==> src/rtl/pwm_pkg.sv <==
// pwm_pkg: shared PWM defaults (WIDTH, CNT_MAX) and the capture FSM state type
package pwm_pkg;
  localparam int WIDTH = 16;
  localparam logic [WIDTH-1:0] CNT_MAX = '1;
  typedef enum logic [1:0] {WAIT_RISE, MEAS_HIGH, MEAS_LOW} state_e;
endpackage

==> src/rtl/pwm_capture_if.sv <==
// pwm_capture_if: capture bus; slave modport takes pwm_in and drives duty, period, valid, stuck; master is the mirror
interface pwm_capture_if
  import pwm_pkg::*;
#(
  parameter int WIDTH = pwm_pkg::WIDTH
);
  logic pwm_in;
  logic [WIDTH-1:0] duty;
  logic [WIDTH-1:0] period;
  logic valid;
  logic stuck;
  modport master (output pwm_in, input duty, period, valid, stuck);
  modport slave (input pwm_in, output duty, period, valid, stuck);
endinterface

==> src/rtl/pwm_capture_sync_edge.sv <==
// sync_edge: SYNC_STAGES synchronizer plus delay flop; ports clk, rst_n, d_i -> lvl_o, rise_o, fall_o
module sync_edge #(
  parameter int SYNC_STAGES = 2
) (
  input  logic clk,
  input  logic rst_n,
  input  logic d_i,
  output logic lvl_o,
  output logic rise_o,
  output logic fall_o
);
  logic [SYNC_STAGES-1:0] sync_q;
  logic lvl_d_q;
  always_ff @(posedge clk or negedge rst_n)
    if (!rst_n) begin
      sync_q  <= '0;
      lvl_d_q <= 1'b0;
    end else begin
      sync_q  <= {sync_q[SYNC_STAGES-2:0], d_i};
      lvl_d_q <= sync_q[SYNC_STAGES-1];
    end
  assign lvl_o  = sync_q[SYNC_STAGES-1];
  assign rise_o = lvl_o & ~lvl_d_q;
  assign fall_o = ~lvl_o & lvl_d_q;
endmodule

==> src/rtl/pwm_capture.sv <==
// pwm_capture: measures pwm_in high time and period in clk cycles; ports clk, rst_n, bus (slave: pwm_in -> duty, period, valid, stuck)
module pwm_capture
  import pwm_pkg::*;
#(
  parameter int WIDTH       = pwm_pkg::WIDTH,
  parameter int SYNC_STAGES = 2
) (
  input logic          clk,
  input logic          rst_n,
  pwm_capture_if.slave bus
);
  state_e state_q, state_d;
  logic [WIDTH-1:0] per_q, per_d, hi_q, hi_d, duty_q, duty_d, period_q, period_d, per_inc, hi_inc;
  logic valid_q, valid_d, stuck_q, stuck_d, lvl, rise, fall;
  sync_edge #(.SYNC_STAGES(SYNC_STAGES)) u_sync (
    .clk(clk),
    .rst_n(rst_n),
    .d_i(bus.pwm_in),
    .lvl_o(lvl),
    .rise_o(rise),
    .fall_o(fall)
  );
  assign per_inc = &per_q ? per_q : per_q + 1'b1;
  assign hi_inc  = &hi_q ? hi_q : hi_q + 1'b1;
  always_comb begin
    state_d  = state_q;
    per_d    = per_inc;
    hi_d     = lvl ? hi_inc : hi_q;
    duty_d   = duty_q;
    period_d = period_q;
    stuck_d  = stuck_q;
    valid_d  = 1'b0;
    if (rise && state_q != MEAS_HIGH) begin
      per_d   = WIDTH'(1);
      hi_d    = WIDTH'(1);
      state_d = MEAS_HIGH;
      if (state_q == MEAS_LOW) begin
        period_d = per_q;
        duty_d   = hi_q;
        stuck_d  = 1'b0;
        valid_d  = 1'b1;
      end
    end else if (state_q == WAIT_RISE) begin
      per_d = per_q;
      hi_d  = hi_q;
    end else if (&per_q) begin
      period_d = '1;
      duty_d   = hi_q;
      stuck_d  = 1'b1;
      valid_d  = 1'b1;
      state_d  = WAIT_RISE;
    end else if (fall) begin
      state_d = MEAS_LOW;
    end
  end
  always_ff @(posedge clk or negedge rst_n)
    if (!rst_n) begin
      state_q  <= WAIT_RISE;
      per_q    <= '0;
      hi_q     <= '0;
      duty_q   <= '0;
      period_q <= '0;
      valid_q  <= 1'b0;
      stuck_q  <= 1'b0;
    end else begin
      state_q  <= state_d;
      per_q    <= per_d;
      hi_q     <= hi_d;
      duty_q   <= duty_d;
      period_q <= period_d;
      valid_q  <= valid_d;
      stuck_q  <= stuck_d;
    end
  assign bus.duty   = duty_q;
  assign bus.period = period_q;
  assign bus.valid  = valid_q;
  assign bus.stuck  = stuck_q;
endmodule

==> src/flat_wrapper.sv <==
// flat-port wrapper written by rule: the top's interface ports become plain ports
module pwm_capture_flat import pwm_pkg::*;
#(
  parameter int WIDTH       = pwm_pkg::WIDTH,
  parameter int SYNC_STAGES = 2
)
  (clk, rst_n, bus_pwm_in, bus_duty, bus_period, bus_valid, bus_stuck);
  pwm_capture_if #(.WIDTH(WIDTH)) bus_i ();
  input logic clk;
  input logic rst_n;
  input wire logic [$bits(bus_i.pwm_in)-1:0] bus_pwm_in;
  output wire logic [$bits(bus_i.duty)-1:0] bus_duty;
  output wire logic [$bits(bus_i.period)-1:0] bus_period;
  output wire logic [$bits(bus_i.valid)-1:0] bus_valid;
  output wire logic [$bits(bus_i.stuck)-1:0] bus_stuck;
  assign bus_i.pwm_in = bus_pwm_in;
  assign bus_duty = bus_i.duty;
  assign bus_period = bus_i.period;
  assign bus_valid = bus_i.valid;
  assign bus_stuck = bus_i.stuck;
  pwm_capture #(.WIDTH(WIDTH), .SYNC_STAGES(SYNC_STAGES)) u_core (.clk(clk), .rst_n(rst_n), .bus(bus_i));
endmodule
==> config.mk <==
export PLATFORM = sky130hd
export DESIGN_NAME = pwm_capture_flat
export DESIGN_NICKNAME = d
export VERILOG_FILES = /design/src/rtl/pwm_pkg.sv /design/src/rtl/pwm_capture_if.sv /design/src/rtl/pwm_capture_sync_edge.sv /design/src/rtl/pwm_capture.sv /design/src/flat_wrapper.sv
export SDC_FILE = /design/constraint.sdc
export NUM_CORES = 1
export LEC_CHECK = 0
export BUFFER_PORTS_ARGS = -buffer_cell sky130_fd_sc_hd__buf_2
export CAP_MARGIN = 40
export CORE_UTILIZATION = 45
export DETAILED_ROUTE_END_ITERATION = 12
export PLACE_DENSITY = 0.63
export SYNTH_ARGS = -nofsm -noshare
export SYNTH_HDL_FRONTEND = slang
export SYNTH_SLANG_ARGS = --single-unit
==> constraint.sdc <==
create_clock -name clk -period 2.5 [get_ports clk]
set_input_delay 0.25 -clock clk [delete_from_list [all_inputs] [get_ports clk]]
set_output_delay 0.25 -clock clk [all_outputs]
set_load 0.03 [all_outputs]
== Yosys cells after proc, flatten, opt, wreduce, memory -nomap -nowiden ==
Cells that the tools add are included.

* Register bits after elaboration: 71
* Bits of input ports: 3
* Output and inout bits: 34
* Word-level logic and storage cells: 59

* Add/subtract/negate cells: 2
* Eq/ne operators: 6
* Muxes and demuxes: 27
* Bitwise operators: 4
* Reduce and logical (&&, ||, !) cells: 11

{| class="wikitable"
|+ Operator list
! kind !! count
|-
| 2-to-1 mux 16 bit || 15
|-
| adder 16 x 1 -> 16 bit (second input constant) || 2
|-
| AND reduction 16 bit || 2
|-
| 2-to-1 mux 1 bit || 8
|-
| 2-to-1 mux 2 bit || 4
|-
| != test 2 bit (second input constant) || 3
|-
| AND reduction 3 bit || 2
|-
| != test 2 x 1 -> 1 bit (second input constant) || 2
|-
| AND reduction 2 bit || 2
|-
| nonzero test 2 bit || 2
|-
| nonzero test 3 bit || 1
|-
| AND 1 bit || 2
|-
| equality test 2 bit (second input constant) || 1
|-
| zero test 2 bit || 1
|-
| NOT 1 bit || 2
|-
| logical AND 1 bit || 1
|}

== Longest topological paths before layout ==
Gate-level depths: netlist of run 1.

* Depth in word-level cells: 6
* Gate-level depth with buffers: 7
* Gate-level depth less buffers: 6

== Hierarchy ==
A second synthesis of run 1 with hierarchy kept.

* Cell total of the unflattened synthesis: 292
* Area, all modules: 3250.6 µm²

{| class="wikitable"
|+ By module, submodules not included
! module !! instances !! cells an instance !! area an instance (µm²) !! sequential area each (µm²)
|-
| pwm_capture || 1 || 287 || 3160.5 || 1701.6
|-
| sync_edge || 1 || 5 || 90.1 || 75.1
|}

== Least setup slack after synthesis of run 1 ==
OpenSTA, ideal clock, no wires.

* Kind: reg2reg
* Start: register u_core.per_q[7]
* End: register u_core.duty_q[4], in the netlist u_core.bus.duty[4]
* Library setup time: 127 ps
* Data arrival time: 1843 ps
* Data required time: 2373 ps
* Path slack: 530 ps
* Stages on the path, launching flop included: 8
* Buffers on the path: 2
* Period minus slack after synthesis: 1970 ps
* Cell sequence: dfrtp_1 -> buf_2 -> nand4_4 -> nor4_4 -> nand3_2 -> a21oi_4 -> buf_6 -> mux2_1

* Word-level cells in the longest chain between the ends: 3

{| class="wikitable"
|+ Ends and longest elaborated chain
! item !! line !! RTL
|-
| start: declaration || pwm_capture.sv:13 || <nowiki>logic [WIDTH-1:0] per_q, per_d, hi_q, hi_d, duty_q, duty_d, period_q, period_d, per_inc, hi_inc;</nowiki>
|-
| start signal: assignment || pwm_capture.sv:67 || <nowiki>per_q <= per_d;</nowiki>
|-
| AND reduction 16 bit || pwm_capture.sv:46 || <nowiki>end else if (&per_q) begin</nowiki>
|-
| nonzero test 2 bit (no source line) || -- ||
|-
| AND reduction 3 bit (no source line) || -- ||
|-
| end signal: assignment || pwm_capture.sv:69 || <nowiki>duty_q <= duty_d;</nowiki>
|-
| end: declaration || pwm_capture.sv:13 ||
|}

Every way passes these cells.
A chain may end at the register's enable or synchronous reset.

== Worst setup path after layout of run 1 ==
* Start: register u_core.per_q[7]
* End: register u_core.duty_q[8], in the netlist u_core.bus.duty[8]

Same word-level chain as after synthesis.

==> results.tsv, run 1 <==
metric	value	unit
post-DP HPWL	5250	um
Worst Max-Slew Pin Slew	725	ps
Skew-Pair Late Insertion Delay	350	ps
CTS Buf Count	9	
Die H	89.3	um
area leader, netlist	dfrtp_1	
DR pass1 iterations	4	
WP data required	2740	ps
r2r setup slk	280	ps
number of port buffers	36	
cell area after layout	3980	um2
Post-synth EDFFs	0	
Die X	89.3	um
Synth Flop Type	dfrtp_1	
CTS H-tree lvls	3	
vias per cell	5.77	
total nets after synthesis	335	
Gate Count Post-Synth	330	
CTS hold repair buffers	2	
initial antenna violation count	0	
slowest CP cell	dfrtp_1	
Die Area	7980	um2
1st-iter DRT viols	267	
Leak	1.74	nW
f_max	450	MHz
Final Util	54.3	%
Seq/Total Area, Yosys	51.7	%
CTS tree	yes	
worst-path cell chain	nand4_4 > nor4_4 > nand3_2 > a21oi_4 > buf_4 > mux2_1	
max-slew violations	0	
Hold Crit Class	reg -> reg	
worst setup margin	278	ps
pre-CTS WS	277	ps
gr ovfl total	0	
post-route insts no fill	474	
first-pass GRT wire length	12700	um
Worst EP arrival	2460	ps
ant diodes	0	
Starting Density	46.8	%
clock sink total	71	
Mapped Area	3430	um2
CTS clk-pin slew, worst paths	70	ps
YS warnings	0	
clk buf depth	2	
Inst Count DP	456	
top cells by area, synth	dfrtp_1, mux2_1, o22a_1	
Routed WL	7670	um
maximum vdd drop	0.399	mV
Worst setup EP type	flop	
Area growth syn-to-layout	15.9	%
RSZ-0062 raised after global routing	false	
area share of the largest cell type after synthesis	51.7	%
TNS Setup	0	ps
CP max FO	17	
pwr dens	853	nW/um2
hold path cells	0	
path type of the worst setup path	reg -> reg	
GP Congestion	0.930	
area of the core	7330	um2
ys async rst share	100	%
DRC violations left	0	
Slew headroom	51.2	%
post-synthesis cell type count	51	
Worst Skew	7.46	ps
Setup Viol. Count Final	0	
period utilisation layout	88.9	%
proportion of layout cells with a drive suffix above 1	19.2	%
largest net degree at the start of global routing	72	
via count	2736	
number of nets in the layout	375	
Post-DP Area	3730	um2
Max-cap violations	0	
WL per Instance	16.2	um
Startpoint Class	flop	
R2R depth	6	
FP Rows	31	
vias in the first global route	2477	
All-Layer GR Usage	21.5	%
# Post-CTS Setup Buffers	0	
syn_area_per_cell	10.4	um2
final hold vios	0	
Clock Root Buffer	clkbuf_8	
IO Pins	37	
post-route ant nets	0	
register bit count reported by yosys	71	
status	finished, final reports clean	
post-CTS sizing	0	
CP max stage delay	520	ps
Min Clock Period, post-route	2220	ps
[cell usage after synthesis, types with 9 or more instances]
cell      instances
o22a_1           15
a21oi_1          18
dfrtp_1          71
o21ai_0          19
nand3_1          15
nor3_1            9
clkbuf_1         12
xnor2_1           9
nand2_1          21
a31oi_1          11
mux2_1           13
nor2_1           32
[cells by family (layout without fill, tap and decap cells)]
family,count (synthesis),count (layout),synth area share (%)
fa+ha+maj,2,2,0.729
mux,16,16,5.21
buf+inv,24,69,3.32
flops,71,71,51.7
simple gates,125,125,20.2
compound gates,82,82,16.2
xor+xnor,10,10,2.55
[critical path: cells and delay by family, from the launching register on]
family / cells / cell delay (ps)
and+or+nand+nor: 3 / 770
DFF: 1 / 520
muxes: 1 / 350
buffers and inverters: 1 / 260
AOI/OAI and AO/OA: 1 / 210
[cell type report]
cell class                      instances  area, um2
Multi-Input combinational cell        235       1540
Clock inverter                          3       65.1
Fill cell                             685       3350
Clock buffer                           13        159
Timing Repair Buffer                   49        295
Tap cell                               99        124
Inverter                                4       15.0
Sequential cell                        71       1780
[flip-flops by register name (all words and copies together) (netlist names)]
name and flops:
u_core.per_q 16, u_core.u_sync.lvl_d_q 1, u_core.bus.period 16, u_core.hi_q 16, u_core.bus.stuck 1, u_core.bus.duty 16
u_core.bus.valid 1, u_core.state_q 2, u_core.u_sync.sync_q 2
[metrics by stage]
stage	power [W]	hold slack, ps
after floorplan	0.00210	-45.6
after global placement	0.00236	304
after detailed placement	0.00237	321
after CTS	0.00341	353
after global routing	0.00357	358
final	0.00339	350
[layout by cell type, fill, tap and decap left out, types with 2 or more instances in the layout]
cell type	instances
a21oi_1	18
a22o_1	3
a2bb2oi_1	2
a311oi_1	2
a31oi_1	11
a41oi_1	3
and3_1	6
and4_1	3
buf_2	36
buf_4	10
bufinv_16	2
clkbuf_1	2
clkbuf_8	11
dfrtp_1	71
dlygate4sd3_1	2
ha_1	2
inv_1	4
mux2_1	13
mux2_2	2
nand2_1	21
nand2b_1	3
nand3_1	15
nand4_1	8
nand4_4	2
nor2_1	32
nor2b_1	2
nor3_1	9
nor3b_1	2
nor4_1	7
nor4b_1	2
o21ai_0	19
o22a_1	15
o31ai_1	2
or2_2	2
or3_1	4
xnor2_1	9
[power by group]
group	switching, W	total, W	internal [W]
Clock	0.000424	0.00104	0.000616
Combinational	0.000548	0.000849	0.000301
Sequential	0.000178	0.00150	0.00133
Total	0.00115	0.00339	0.00224
[routing by layer]
layer  wire length, um  track usage (%)  vias up  share of wire (%)
met1              3920             32.0     1333                 51
met2              3210             30.4       73                 42
li1                  -                -     1320                  -
met3               407             3.69       10                5.3
met5                 0                0        -                  0
met4               124             9.96        0                1.6
[final timing paths]
path,from,end
setup reg to reg,u_core.per_q[7]$_DFFE_PN0P_,u_core.bus.duty[8]$_DFFE_PN0P_
max in group asynchronous,rst_n,u_core.per_q[7]$_DFFE_PN0P_
setup / recovery,u_core.per_q[7]$_DFFE_PN0P_,u_core.bus.duty[8]$_DFFE_PN0P_
hold / removal,u_core.u_sync.sync_q[0]$_DFF_PN0_,u_core.u_sync.sync_q[1]$_DFF_PN0_
min in group asynchronous,rst_n,u_core.hi_q[10]$_DFFE_PN0P_
hold reg to reg,u_core.u_sync.sync_q[0]$_DFF_PN0_,u_core.u_sync.sync_q[1]$_DFF_PN0_
Note: power is estimated with default switching activity, not from simulation.
==> run 2, diff against run 1 <==
--- a/config.mk
+++ b/config.mk
@@ -9,6 +9,7 @@
 export CAP_MARGIN = 40
 export CORE_UTILIZATION = 45
 export DETAILED_ROUTE_END_ITERATION = 12
+export GPL_TIMING_DRIVEN = 0
 export PLACE_DENSITY = 0.63
 export SYNTH_ARGS = -nofsm -noshare
 export SYNTH_HDL_FRONTEND = slang
==> run 2 against run 1 <==
  * Combinational power grew 3.8%
  * Non-clock buffer count grew 10
  * Core utilization grew 0.36 points
  * Sequential share of layout area shrank 0.29 points
  * Maximum frequency shrank 5.7%
  * Sequential cell count is the same
  * Critical path type unchanged
  * Highest routed layer unchanged
==> results.tsv, run 2 (synthesis results as in run 1) <==
metric	value	unit	change
max-slew violations	0		unchanged
Pint	0.00225	W	+0.14%
Leak	1.74	nW	+0.28%
FF-to-FF End	u_core.bus.duty[10]$_DFFE_PN0P_		
gr ovfl total	0		unchanged
most frequent cells in the layout	dfrtp_1, buf_2, nor2_1, nand2_1, o21ai_0		
IO Pins	37		unchanged
TNS Setup	0	ps	unchanged
area of the core	7330	um2	unchanged
Skew-Pair Late Insertion Delay	350	ps	about the same
Starting Density	46.8	%	unchanged
Hold Crit Class	reg -> reg		
DR pass1 iterations	5		+1
1st-iter DRT viols	197		-26%
Worst setup EP type	flop		
number of nets in the layout	385		+2.7%
ant diodes	0		unchanged
clock power share	30.2	%	-0.4 points
All-Layer GR Usage	21.7	%	+0.16 points
CTS tree	yes		
commonest non-fill, non-tap cell in the layout	dfrtp_1		
maximum vdd drop	0.395	mV	-0.95%
vias in the first global route	2594		+4.7%
CP startpoint	u_core.per_q[0]$_DFFE_PN0P_		
clock sink total	71		unchanged
largest net degree at the start of global routing	39		-46%
DRC violations left	0		unchanged
status	finished, final reports clean		
CP max FO	10		-7
GP Congestion	0.868		-6.7%
Slew headroom	47.8	%	-3.4 points
RR Startpoint	u_core.per_q[0]$_DFFE_PN0P_		
Die X	89.3	um	unchanged
clk buf depth	2		unchanged
Startpoint Class	flop		
vias per cell	5.81		+0.73%
period utilisation layout	94.3	%	+5.4 points
FP Rows	31		unchanged
hold_sp	u_core.u_sync.sync_q[0]$_DFF_PN0_		
WL per Instance	16.1	um	-0.64%
Clock Root Buffer	clkbuf_8		
pwr dens	845	nW/um2	-0.97%
R2R depth	7		+1
path type of the worst setup path	reg -> reg		
Routed WL	7780	um	+1.5%
number of port buffers	36		unchanged
cell area after layout	4000	um2	+0.66%
final hold vios	0		unchanged
Sw Share	33.6	%	-0.30 points
r2r setup slk	140	ps	-130 ps
initial antenna violation count	0		unchanged
Pwr Total	0.00338	W	-0.32%
hold path cells	0		unchanged
via count	2814		+2.9%
post-DP HPWL	5500	um	+4.9%
Die Area	7980	um2	unchanged
WP data required	2730	ps	about the same
Worst Skew	7.90	ps	+0.438 ps
f_max	424	MHz	-5.7%
RSZ-0062 raised after global routing	false		
Comb pwr share	26.1	%	+1.1 points
Post-DP Area	3760	um2	+0.70%
Min Clock Period, post-route	2360	ps	+135 ps
Hold Crit Endpoint	u_core.u_sync.sync_q[1]$_DFF_PN0_		
register share of total power	43.7	%	-0.7 points
Fill cells	666		-2.8%
Area growth syn-to-layout	16.6	%	
post-route ant nets	0		unchanged
Setup Viol. Count Final	0		unchanged
Worst Max-Slew Pin Slew	776	ps	+50.9 ps
Die H	89.3	um	unchanged
CTS H-tree lvls	3		unchanged
first-pass GRT wire length	12900	um	+2.3%
CTS clk-pin slew, worst paths	70	ps	about the same
CTS Buf Count	9		unchanged
proportion of layout cells with a drive suffix above 1	17.9	%	-1.3 points
Worst EP arrival	2590	ps	+130 ps
Max-cap violations	0		unchanged
P_sw	0.00114	W	-1.2%
-- run 2: worst max-delay path, stage by stage, from the launching register on --
cell and delay [ps]:
dfrtp_1 430, ha_1 320, nand4_1 190, nor4_2 300, a211oi_1 210, a21oi_4 260
buf_6 200, mux2_1 330
-- run 2: per-stage QoR --
stage | hold WS, ps | setup WS, ps | util [%] | std cells
detailed placement | 226 | 166 | 51.3 | 466
CTS | 352 | 154 | 54.6 | 484
global placement | 334 | 181 | 51.0 | 465
global route | 363 | 3.19 | 54.6 | 484
finish | 348 | 143 | 54.6 | 484
floorplan | -45.6 | 530 | - | 330
-- run 2: cell type report --
class                   instances  area, um2  area share [%]
flip-flops and latches         71       1780            44.4
multi-input cells             235       1540            38.5
repair buffers                 39        223            5.56
clock buffers                  13        159            3.97
well taps                      99        124            3.09
plain buffers                  20       98.8            2.47
clock inverters                 3       65.1            1.62
inverters                       4       15.0           0.375
-- run 2: metal layers --
layer	share of wire, %	GRT usage (%)	wire length, um
met3	4.5	4.89	350
met5	0	0	0
met2	44	31.8	3420
met1	50	30.8	3890
met4	1.5	9.38	116
-- run 2: power by group through the flow --
stage               clock network (W)  registers (W)  logic (W)
detailed placement                  0        0.00150   0.000880
global placement                    0        0.00149   0.000866
finish                        0.00102        0.00148   0.000881
global route                  0.00110        0.00151   0.000964
floorplan                           0        0.00170   0.000398
CTS                           0.00105        0.00148   0.000890
-- run 2: timing repair --
action                                  CTS  global route
endpoints found under the setup margin    0             0
hold endpoints to repair                 34             0
resized for setup                         0             0
setup buffers                             0             0
hold buffers                              2             0
-- run 2: worst max path at each step --
| stage | depth (start not counted) | slack, ps | end |
|---|---|---|---|
| detailed placement | 7 | 170 | u_core.bus.duty[10]$_DFFE_PN0P_ |
| CTS | 7 | 150 | u_core.bus.duty[10]$_DFFE_PN0P_ |
| floorplan | 7 | 530 | u_core.bus.duty[4]$_DFFE_PN0P_ |
| finish | 7 | 140 | u_core.bus.duty[10]$_DFFE_PN0P_ |
| global placement | 7 | 180 | u_core.bus.duty[3]$_DFFE_PN0P_ |
| global route | 7 | 3 | u_core.bus.duty[2]$_DFFE_PN0P_ |
==> run 3, diff against run 2 <==
--- a/config.mk
+++ b/config.mk
@@ -7,6 +7,7 @@
 export LEC_CHECK = 0
 export BUFFER_PORTS_ARGS = -buffer_cell sky130_fd_sc_hd__buf_2
 export CAP_MARGIN = 40
+export CORE_ASPECT_RATIO = 1.75
 export CORE_UTILIZATION = 45
 export DETAILED_ROUTE_END_ITERATION = 12
 export GPL_TIMING_DRIVEN = 0
==> run 3 against run 2 <==
  * Maximum frequency decreased by 1.2%
  * Critical path depth unchanged
  * Largest power group unchanged
  * Setup slack got worse by 28 ps
  * Sequential share of layout area decreased by 0.44 points
==> results.tsv, run 3 (synthesis results as in run 1) <==
metric	value	unit	change
status	finished, final reports clean		
clock sink total	71		unchanged
Worst setup EP type	flop		
Routed WL	8510	um	+9.3%
1st-iter DRT viols	152		-23%
# Post-CTS Setup Buffers	0		unchanged
pre-CTS WS	153	ps	-12.9 ps
post-DP HPWL	6180	um	+12%
vias in the first global route	2824		+8.9%
RSZ-0062 raised after global routing	false		
path type of the worst setup path	reg -> reg		
f_max	419	MHz	-1.2%
Startpoint Class	flop		
worst-path cell chain	ha_1 > nand4_1 > nor4_2 > a211oi_1 > a21oi_4 > buf_6 > mux2_1		
hold_ws	31.5	ps	-317 ps
post-route insts no fill	468		-3.3%
Area growth syn-to-layout	17.8	%	
Die H	118	um	+32%
vias per cell	5.93		+2.0%
Hold Crit Class	in -> reg		
CP max stage delay	430	ps	about the same
period utilisation layout	95.4	%	+1.1 points
Pwr Total	0.00357	W	+5.7%
Worst Max-Slew Pin Slew	804	ps	+27.9 ps
CP delay by family, top	simple AND/OR/NAND/NOR gates		
TNS Setup	0	ps	unchanged
max-slew violations	0		unchanged
Clock Root Buffer	clkbuf_16		
clk buf depth	2		unchanged
ant diodes	0		unchanged
FP Rows	41		+32%
Die X	68.0	um	-24%
GP Congestion	0.930		+7.1%
Leak	1.77	nW	+1.3%
initial antenna violation count	0		unchanged
DRC violations left	0		unchanged
WL per Instance	18.2	um	+13%
Worst EP arrival	2600	ps	about the same
commonest non-fill, non-tap cell in the layout	dfrtp_1		
CTS Buf Count	9		unchanged
Starting Density	47.1	%	+0.30 points
CTS tree	yes		
proportion of layout cells with a drive suffix above 1	18.1	%	+0.14 points
maximum vdd drop	0.482	mV	+22%
CTS clk-pin slew, worst paths	50	ps	-20 ps
number of port buffers	36		unchanged
Worst Skew	5.72	ps	-2.18 ps
worst setup margin	115	ps	-27.7 ps
final hold vios	0		unchanged
post-route ant nets	0		unchanged
Min Clock Period, post-route	2380	ps	+27.7 ps
most frequent cells in the layout	dfrtp_1, buf_2, nor2_1, nand2_1, o21ai_0		
All-Layer GR Usage	24.0	%	+2.3 points
sum of buffers and inverters on the critical path	1		unchanged
number of nets in the layout	384		-0.26%
DR pass1 iterations	4		-1
CTS H-tree lvls	3		unchanged
gr ovfl total	0		unchanged
first-pass GRT wire length	14000	um	+8.5%
CP max FO	10		unchanged
Die Area	8000	um2	+0.18%
largest net degree at the start of global routing	42		+7.7%
area of the core	7280	um2	-0.63%
WP data required	2720	ps	about the same
Setup Viol. Count Final	0		unchanged
IO Pins	37		unchanged
via count	2775		-1.4%
Inst Count DP	453		-2.8%
Max-cap violations	0		unchanged
slowest CP cell	dfrtp_1		
Slew headroom	45.9	%	-1.9 points
pwr dens	884	nW/um2	+4.6%
Skew-Pair Late Insertion Delay	340	ps	about the same
run 3: worst paths after layout:
check	from	endpoint	slack (ps)	cells after the start
min in group asynchronous	rst_n	u_core.per_q[6]$_DFFE_PN0P_	390	2
hold / removal	bus_pwm_in	u_core.u_sync.sync_q[0]$_DFF_PN0_	30	1
max in group asynchronous	rst_n	u_core.u_sync.lvl_d_q$_DFF_PN0_	1560	3
hold reg to reg	u_core.u_sync.sync_q[0]$_DFF_PN0_	u_core.u_sync.sync_q[1]$_DFF_PN0_	360	0
setup reg to reg	u_core.per_q[0]$_DFFE_PN0P_	u_core.bus.duty[4]$_DFFE_PN0P_	120	7
setup / recovery	u_core.per_q[0]$_DFFE_PN0P_	u_core.bus.duty[4]$_DFFE_PN0P_	120	7
run 3: timing repair:
action / CTS / global route
resized for setup: 0 / 1
hold endpoints to repair: 30 / 0
hold buffers: 1 / 0
setup endpoints to repair: 0 / 7
run 3: stage by stage:
stage               instance area (um2)  util, %
floorplan                          3430        -
global placement                   3720     51.1
detailed placement                 3740     51.4
CTS                                4040     55.4
global route                       4040     55.5
finish                             4040     55.5
run 3: routing by layer:
| layer | wire [um] | track usage [%] | share of wire [%] |
|---|---|---|---|
| met1 | 3270 | 26.0 | 38 |
| met2 | 4590 | 40.3 | 54 |
| met3 | 258 | 6.10 | 3.0 |
| met4 | 384 | 13.7 | 4.5 |
| met5 | 0 | 0 | 0 |
run 3: cell type report:
class,count,area (um2)
buffer,20,98.8
tap,86,108
inverter,4,15.0
clock buffer,14,284
fill,681,3240
multi-input combinational,235,1550
timing repair buffer,38,213
sequential,71,1780
run 3: power by group:
group | internal, W | switching, W
Sequential | 0.00133 | 0.000152
Combinational | 0.000301 | 0.000581
Clock | 0.000768 | 0.000442
Total | 0.00240 | 0.00117
